[src/rtl/avm_arb_pkg.sv]
// Shared types and constants for the two-requester Avalon-MM arbiter.
package avm_arb_pkg;

  typedef enum logic [1:0] {
    S_IDLE  = 2'd0,
    S_CMD   = 2'd1,
    S_RDATA = 2'd2
  } state_e;

  localparam int AW_DEF  = 32;
  localparam int DW_DEF  = 16;
  localparam int BEW_DEF = 2;

  // Read data returned on a watchdog completion; sliced to the data width at use.
  localparam logic [63:0] TIMEOUT_FILL = '1;

endpackage

[src/rtl/avm_arbiter_rr_pick2.sv]
// Two-way round-robin pick: a lone requester wins, a tie goes to the one not served last.
module rr_pick2 (
  input  logic [1:0] req,
  input  logic       last,
  output logic       gnt
);

  always_comb begin
    gnt = ~last;
    if (req == 2'b01) begin
      gnt = 1'b0;
    end else if (req == 2'b10) begin
      gnt = 1'b1;
    end
  end

endmodule

[src/rtl/avm_arbiter.sv]
// Shares one Avalon-MM master port between two requesters: round-robin grant,
// one transaction in flight, and a read-data watchdog.
module avm_arbiter
  import avm_arb_pkg::*;
#(
  parameter int AW       = AW_DEF,
  parameter int DW       = DW_DEF,
  parameter int BEW      = BEW_DEF,
  parameter int TIMEOUT  = 255,
  parameter bit M0_FIRST = 1'b1
) (
  input  logic           avm_clk,
  input  logic           avm_reset,
  input  logic [AW-1:0]  m0_addr,
  input  logic           m0_rd,
  input  logic           m0_wr,
  input  logic [DW-1:0]  m0_wdata,
  input  logic [BEW-1:0] m0_byte_en,
  output logic           m0_wait,
  output logic           m0_rdvalid,
  output logic [DW-1:0]  m0_rdata,
  input  logic [AW-1:0]  m1_addr,
  input  logic           m1_rd,
  input  logic           m1_wr,
  input  logic [DW-1:0]  m1_wdata,
  input  logic [BEW-1:0] m1_byte_en,
  output logic           m1_wait,
  output logic           m1_rdvalid,
  output logic [DW-1:0]  m1_rdata,
  output logic [AW-1:0]  avm_addr,
  output logic           avm_rd,
  output logic           avm_wr,
  output logic [DW-1:0]  avm_wdata,
  output logic [BEW-1:0] avm_byte_en,
  input  logic           avm_wait,
  input  logic           avm_rdvalid,
  input  logic [DW-1:0]  avm_rdata,
  output logic           err_timeout
);

  localparam int TCW = (TIMEOUT < 2) ? 1 : $clog2(TIMEOUT);

  state_e         state_q, state_d;
  logic           grant_q, grant_d;
  logic           last_q, last_d;
  logic [TCW-1:0] tcnt_q, tcnt_d;

  logic [1:0] req;
  logic       pick;
  logic       g_rd, g_wr, g_req;
  logic       cmd_act, rdata_act, accept, rd_acc, wd_fire, rdv_any;

  assign req = {m1_rd | m1_wr, m0_rd | m0_wr};

  rr_pick2 u_pick (
    .req  (req),
    .last (last_q),
    .gnt  (pick)
  );

  // last_q names the requester that loses the next tie, so resetting it to
  // M0_FIRST hands the first contested grant to m0 when M0_FIRST is set.
  always_ff @(posedge avm_clk) begin
    if (avm_reset) begin
      state_q <= S_IDLE;
      grant_q <= 1'b0;
      last_q  <= M0_FIRST;
      tcnt_q  <= '0;
    end else begin
      state_q <= state_d;
      grant_q <= grant_d;
      last_q  <= last_d;
      tcnt_q  <= tcnt_d;
    end
  end

  always_comb begin
    g_rd      = grant_q ? m1_rd : m0_rd;
    g_wr      = grant_q ? m1_wr : m0_wr;
    g_req     = g_rd | g_wr;
    // Reset masks everything so an aborted transaction issues and returns nothing.
    cmd_act   = (state_q == S_CMD) & ~avm_reset;
    rdata_act = (state_q == S_RDATA) & ~avm_reset;
    accept    = cmd_act & g_req & ~avm_wait;
    rd_acc    = accept & g_rd;
    wd_fire   = rdata_act & (TIMEOUT != 0) & ~avm_rdvalid &
                (tcnt_q == TCW'(TIMEOUT - 1));
    rdv_any   = (avm_rdvalid & (rdata_act | rd_acc)) | wd_fire;
  end

  assign avm_addr    = grant_q ? m1_addr    : m0_addr;
  assign avm_wdata   = grant_q ? m1_wdata   : m0_wdata;
  assign avm_byte_en = grant_q ? m1_byte_en : m0_byte_en;
  assign avm_rd      = cmd_act & g_rd;
  assign avm_wr      = cmd_act & g_wr & ~g_rd;

  assign m0_wait     = req[0] & ~(cmd_act & ~grant_q & ~avm_wait);
  assign m1_wait     = req[1] & ~(cmd_act &  grant_q & ~avm_wait);
  assign m0_rdvalid  = rdv_any & ~grant_q;
  assign m1_rdvalid  = rdv_any &  grant_q;
  assign m0_rdata    = wd_fire ? TIMEOUT_FILL[DW-1:0] : avm_rdata;
  assign m1_rdata    = m0_rdata;
  assign err_timeout = wd_fire;

  always_comb begin
    state_d = state_q;
    grant_d = grant_q;
    last_d  = last_q;
    tcnt_d  = tcnt_q;
    unique case (state_q)
      S_IDLE: begin
        if (|req) begin
          grant_d = pick;
          last_d  = pick;
          state_d = S_CMD;
        end
      end
      S_CMD: begin
        if (!g_req) begin
          state_d = S_IDLE;
        end else if (!avm_wait) begin
          tcnt_d  = '0;
          state_d = (g_rd && !avm_rdvalid) ? S_RDATA : S_IDLE;
        end
      end
      S_RDATA: begin
        tcnt_d = tcnt_q + TCW'(1);
        if (avm_rdvalid || wd_fire) begin
          tcnt_d  = '0;
          state_d = S_IDLE;
        end
      end
      default: state_d = S_IDLE;
    endcase
  end

endmodule

[config.mk]
export PLATFORM = sky130hd
export DESIGN_NAME = avm_arbiter
export DESIGN_NICKNAME = d
export VERILOG_FILES = /design/src/rtl/avm_arb_pkg.sv /design/src/rtl/avm_arbiter_rr_pick2.sv /design/src/rtl/avm_arbiter.sv
export SDC_FILE = /design/constraint.sdc
export NUM_CORES = 1
export LEC_CHECK = 0
export CORE_AREA = 2 2 82 84
export CTS_CLUSTER_DIAMETER = 30
export DETAILED_ROUTE_END_ITERATION = 10
export DIE_AREA = 0 0 84 86
export GPL_TIMING_DRIVEN = 0
export HOLD_SLACK_MARGIN = 0.05
export PLACE_DENSITY = 0.78
export SLEW_MARGIN = 10
export SYNTH_ARGS = -nofsm -noshare
export SYNTH_HDL_FRONTEND = slang
export SYNTH_HIERARCHICAL = 1
export SYNTH_SLANG_ARGS = --single-unit
[constraint.sdc]
create_clock -name avm_clk -period 3.5 [get_ports avm_clk]
set_input_delay 0.7 -clock avm_clk [delete_from_list [all_inputs] [get_ports avm_clk]]
set_output_delay 0.7 -clock avm_clk [all_outputs]
set_load 0.005 [all_outputs]
==> Word-level counts from Yosys, hierarchy flattened <==
Index checks and enable logic that the tools add are counted.
{ "word_totals": {"in_bits": 124, "regBits": 12, "out_inout_bits": 89} }
{ "classes": {"bitwise": 32, "n_eq_ne": 10, "add_sub_neg": 1, "n_mux": 18, "n_reduce_logical": 9} }
{ "op_table": {"columns": ["op", "count"], "rows": [
  ["$mux W16", 2],
  ["$mux W32", 1],
  ["$mux W8", 3],
  ["$and A1 B1 Y1", 19],
  ["$pmux W8 S2", 1],
  ["$mux W2", 6],
  ["$add A8 B1 Y8 const B", 1],
  ["$eq A8 B8 Y1 const B", 1],
  ["$not A1 Y1", 8],
  ["$ne A2 B2 Y1 const B", 3],
  ["$pmux W2 S3", 1],
  ["$reduce_and A3 Y1", 2],
  ["$or A1 B1 Y1", 5],
  ["$eq A2 B1 Y1 const B", 2],
  ["$eq A2 B2 Y1 const B", 2],
  ["$mux W1", 4],
  ["$ne A3 B3 Y1 const B", 1],
  ["$logic_not A2 Y1", 1],
  ["$ne A2 B1 Y1 const B", 1],
  ["$reduce_and A2 Y1", 1],
  ["$reduce_bool A2 Y1", 1],
  ["$reduce_or A2 Y1", 1],
  ["$logic_and A1 B1 Y1", 1],
  ["$logic_not A1 Y1", 1],
  ["$logic_or A1 B1 Y1", 1]
]} }

==> Depth between registers and ports, before layout <==
{ "logic_depth": {"ltp_word": 9, "ltp_mapped": 7, "depth_no_buf": 6} }

==> Cells and area by module <==
Netlist, hierarchy kept.
{ "modules_own_cells": {"columns": ["mod", "area_per_inst_um2", "n_inst", "cells_each", "seq_area_each_um2"], "rows": [
  ["avm_arbiter", 1599.0, 1, 185, 240.2],
  ["rr_pick2", 18.8, 1, 3, 0.0]
]} }

==> Worst setup path after synthesis <==
Ideal clock, no wire load.
{ "synth_timing": {"path_type": "input to output", "start": "in avm_rdvalid", "end": "out m1_rdata[10]", "arrival_time_ps": 1864, "slack_ps": 936, "path_stages": 5, "n_path_buf": 2, "path_cell_list": "or3b_4 -> nor4_4 -> buf_6 -> or2_1 -> buf_4"} }
{ "synth_via": {"elab_chain_cells": 4} }
{ "synth_rtl": {"columns": ["element", "line", "source"], "rows": [
  ["from (decl)", "avm_arbiter.sv:36", "input logic avm_rdvalid,"],
  ["$not A1 Y1", "avm_arbiter.sv:86", "wd_fire = rdata_act & (TIMEOUT != 0) & ~avm_rdvalid &"],
  ["$and A1 B1 Y1 (2 in a row)", "avm_arbiter.sv:86", null],
  ["named net err_timeout", "avm_arbiter.sv:38", "output logic err_timeout"],
  ["$mux W16", "avm_arbiter.sv:101", "assign m0_rdata = wd_fire ? TIMEOUT_FILL[DW-1:0] : avm_rdata;"],
  ["to (decl)", "avm_arbiter.sv:29", "output logic [DW-1:0] m1_rdata,"]
]} }
The timed path passes the listed nets, and every way through them passes these cells.

==> Final worst setup path <==
{ "layout_timing": {"start": "in avm_wait", "end": "out m0_rdvalid"} }
{ "layout_via": {"elab_chain_cells": 7} }
{ "layout_rtl": {"columns": ["element", "line", "source"], "rows": [
  ["from (decl)", "avm_arbiter.sv:35", "input logic avm_wait,"],
  ["$not A1 Y1", "avm_arbiter.sv:84", "accept = cmd_act & g_req & ~avm_wait;"],
  ["$and A1 B1 Y1", "avm_arbiter.sv:84", null],
  ["$and A1 B1 Y1", "avm_arbiter.sv:85", "rd_acc = accept & g_rd;"],
  ["$or A1 B1 Y1", "avm_arbiter.sv:88", "rdv_any = (avm_rdvalid & (rdata_act | rd_acc)) | wd_fire;"],
  ["$and A1 B1 Y1", "avm_arbiter.sv:88", null],
  ["$or A1 B1 Y1", "avm_arbiter.sv:88", null],
  ["$and A1 B1 Y1", "avm_arbiter.sv:99", "assign m0_rdvalid = rdv_any & ~grant_q;"],
  ["to (decl)", "avm_arbiter.sv:20", "output logic m0_rdvalid,"]
]} }
No other way between the ends.

==> metrics.csv <==
metric;value;unit
syn_area;1620;µm²
r2r_start;state_q[1]$_SDFFE_PP0P_;
cp-start-kind;primary input;
cp_cell_sequence;clkdlybuf4s50_1, or3b_1, o21ai_0, a31oi_2, nor2_1, clkdlybuf4s50_1;
period_minus_slack;3.27;ns
ios;213;
crit_end;m0_rdvalid;
core-area;6280;µm²
busiest_layer;met2;
finalHoldViolCount;0;
cts_made_buffers;3;
use_met3;7.60;%
track_usage;20.5;%
drt_pre_antenna_iters;4;
post-route-drc-count;0;
status;completed;
rsz0062_at_grt;false;
fin_crit_sh;93.4;%
synth-edff-count;0;
ys.flop_type;dfxtp_1;
tritoncts;done;
critPathMaxStageDelay;0.54;ns
gr-usage-met1;24.9;%
syn_to_final_growth;141;%
skew;0.00321;ns
synth_nets;314;
slew_violations;0;
antenna_found_initial;1;
arrival;2.57;ns
fp.dieH;86;µm
synth-async-reset-ratio;0;%
hp-class;reg2reg;
power.leakage;1.50;nW
grt_first_pass_wirelength;11800;µm
dp.cells;477;
via_count;2183;
critPathSlowestCell;clkdlybuf4s50_1;
max_slew_margin;65.1;%
yosysWarnings;6;
final_cell_mix;clkdlybuf4s50_1, mux2_2, buf_4, dfxtp_1, nor2_1;
ys_ff_latch;12;
final_cell_count_no_fill;483;
clk_latency;0.24;ns
path_class;in2out;
grt.met2_usage;34.4;%
layout_commonest_cell;clkdlybuf4s50_1;
viasPerCell;4.52;
grt_pass1_vias;2155;
cp_max_fo;4;
worst_pin_slew;0.524;ns
yosysTopAreaCell;mux2_2;
syn_avg_cell_area;8.61;µm²
fin_nets;532;
overflow;0;
h-tree-depth;1;
seq_area_frac_synth;14.8;%
wl_per_cell;16.6;µm
clk_path_buf_depth;2;
max_cap_violations;0;
ir_worst_vdd;155;µV
totalWireLength;8010;µm
initial_utilization;25.8;%
syn_inst;188;
cp-startpoint;avm_wait;
cp.depth;6;
timing.fmax;306;MHz
grt_max_degree;11;
routabilityCongestion;0.806;
finalPower;0.000766;W
rrSetupSlack;1.74;ns
rr_worst_depth;5;
die_w;84;µm
fp-row-count;29;
clkSinkCount;12;
r2r_end;tcnt_q[7]$_SDFFE_PP0P_;
clk_pin_slew;0.05;ns
drt_iter0_markers;77;
io_buffers;212;
crit_path_end_kind;primary output;
ys_top_cells_by_area;mux2_2, dfxtp_1, buf_4;
cpMostUsedCell;clkdlybuf4s50_1;
drive_gt1_share;23.7;%
synth_top_area_share;34.8;%
cts-root-buf;clkbuf_8;
crit_family;buffers and inverters;
setup_violations;0;
crit_buf_inv;2;
dieArea;7220;µm²
drt.antenna.violating_nets;0;
postCtsHoldBufs;0;
cp.required;2.80;ns
ys_types;45;
p_per_area;196;nW/µm²
dp_hpwl;6960;µm
## per-layer routing
layer	vias to the layer above	routed length (µm)
li1	1107	-
met1	961	3230
met2	107	3960
met3	8	731
met4	0	91
met5	-	0
## registers in the layout (all words and copies together), names as in the netlist
| register | flops |
|---|---|
| grant_q | 1 |
| state_q | 2 |
| last_q | 1 |
| tcnt_q | 8 |
## how the worst min path moves through the flow
stage | startpoint | slack (ns) | cells after the start | endpoint
detailed placement | last_q$_SDFFE_PP1P_ | 0.50 | 2 | last_q$_SDFFE_PP1P_
CTS | tcnt_q[7]$_SDFFE_PP0P_ | 0.51 | 2 | tcnt_q[7]$_SDFFE_PP0P_
global placement | last_q$_SDFFE_PP1P_ | 0.48 | 2 | last_q$_SDFFE_PP1P_
floorplan | last_q$_SDFFE_PP1P_ | 0.46 | 2 | last_q$_SDFFE_PP1P_
finish | last_q$_SDFFE_PP1P_ | 0.51 | 2 | last_q$_SDFFE_PP1P_
global route | tcnt_q[5]$_SDFFE_PP0P_ | 0.53 | 1 | tcnt_q[5]$_SDFFE_PP0P_
## cells in the mapped netlist, drive strengths merged (3+ instances only)
library cell,count
buf,22
or3b,3
nand2,5
o21ai,3
nor2,11
mux2,50
a31oi,5
or2,16
a211oi,4
dfxtp,12
clkbuf,4
nand3,8
inv,9
a21oi,8
## timing repair
item / CTS / global route
setup endpoints to repair: 35 / 16
gates resized for setup: 0 / 1
setup buffers: 1 / 0
gates cloned: 0 / 0
pin swaps: 1 / 1
## power breakdown
group | switching, W | total, W | leakage (nW) | internal (W)
registers | 0.00000531 | 0.000146 | 0.0975 | 0.000141
clock network | 0.0000521 | 0.000152 | 0.0288 | 0.0000995
logic | 0.000133 | 0.000468 | 1.38 | 0.000335
## logic make-up after synthesis
group / after synthesis / share of synthesized area (%)
AO/OA/AOI/OAI: 29 / 12.5
buffers and inverters: 35 / 12.7
flip-flops: 12 / 14.8
AND/OR/NAND/NOR: 57 / 21.7
adder cells (fa/ha/maj): 3 / 2.24
multiplexers: 52 / 36.0
## area by class of cell
class                      instances  area [µm²]
antenna                            1        2.50
timing repair buffer             213        2130
clock buffer                       4        55.1
sequential                        12         240
fill                             554        2370
buffer                            26         171
inverter                           9        33.8
tap                               77        96.3
multi-input combinational        141        1170
## tightest hold or removal path, cell delays in order, from the launching register on
cell     delay [ns]
dfxtp_1        0.31
o21ai_0        0.07
nand3_1        0.08
## per-stage QoR
step	utilization, %	area, µm²	setup TNS [ns]	setup slack (ns)	hold slack, ns
global placement	61.1	3840	-4.45	-0.256	0.481
detailed placement	61.1	3840	-5.42	-0.280	0.496
finish	62.2	3900	0	0.230	0.505
global route	62.2	3900	0	0.147	0.527
floorplan	-	1620	0	0.936	0.463
CTS	62.1	3900	0	0.0695	0.512
Power figures use the tool's default switching activity.
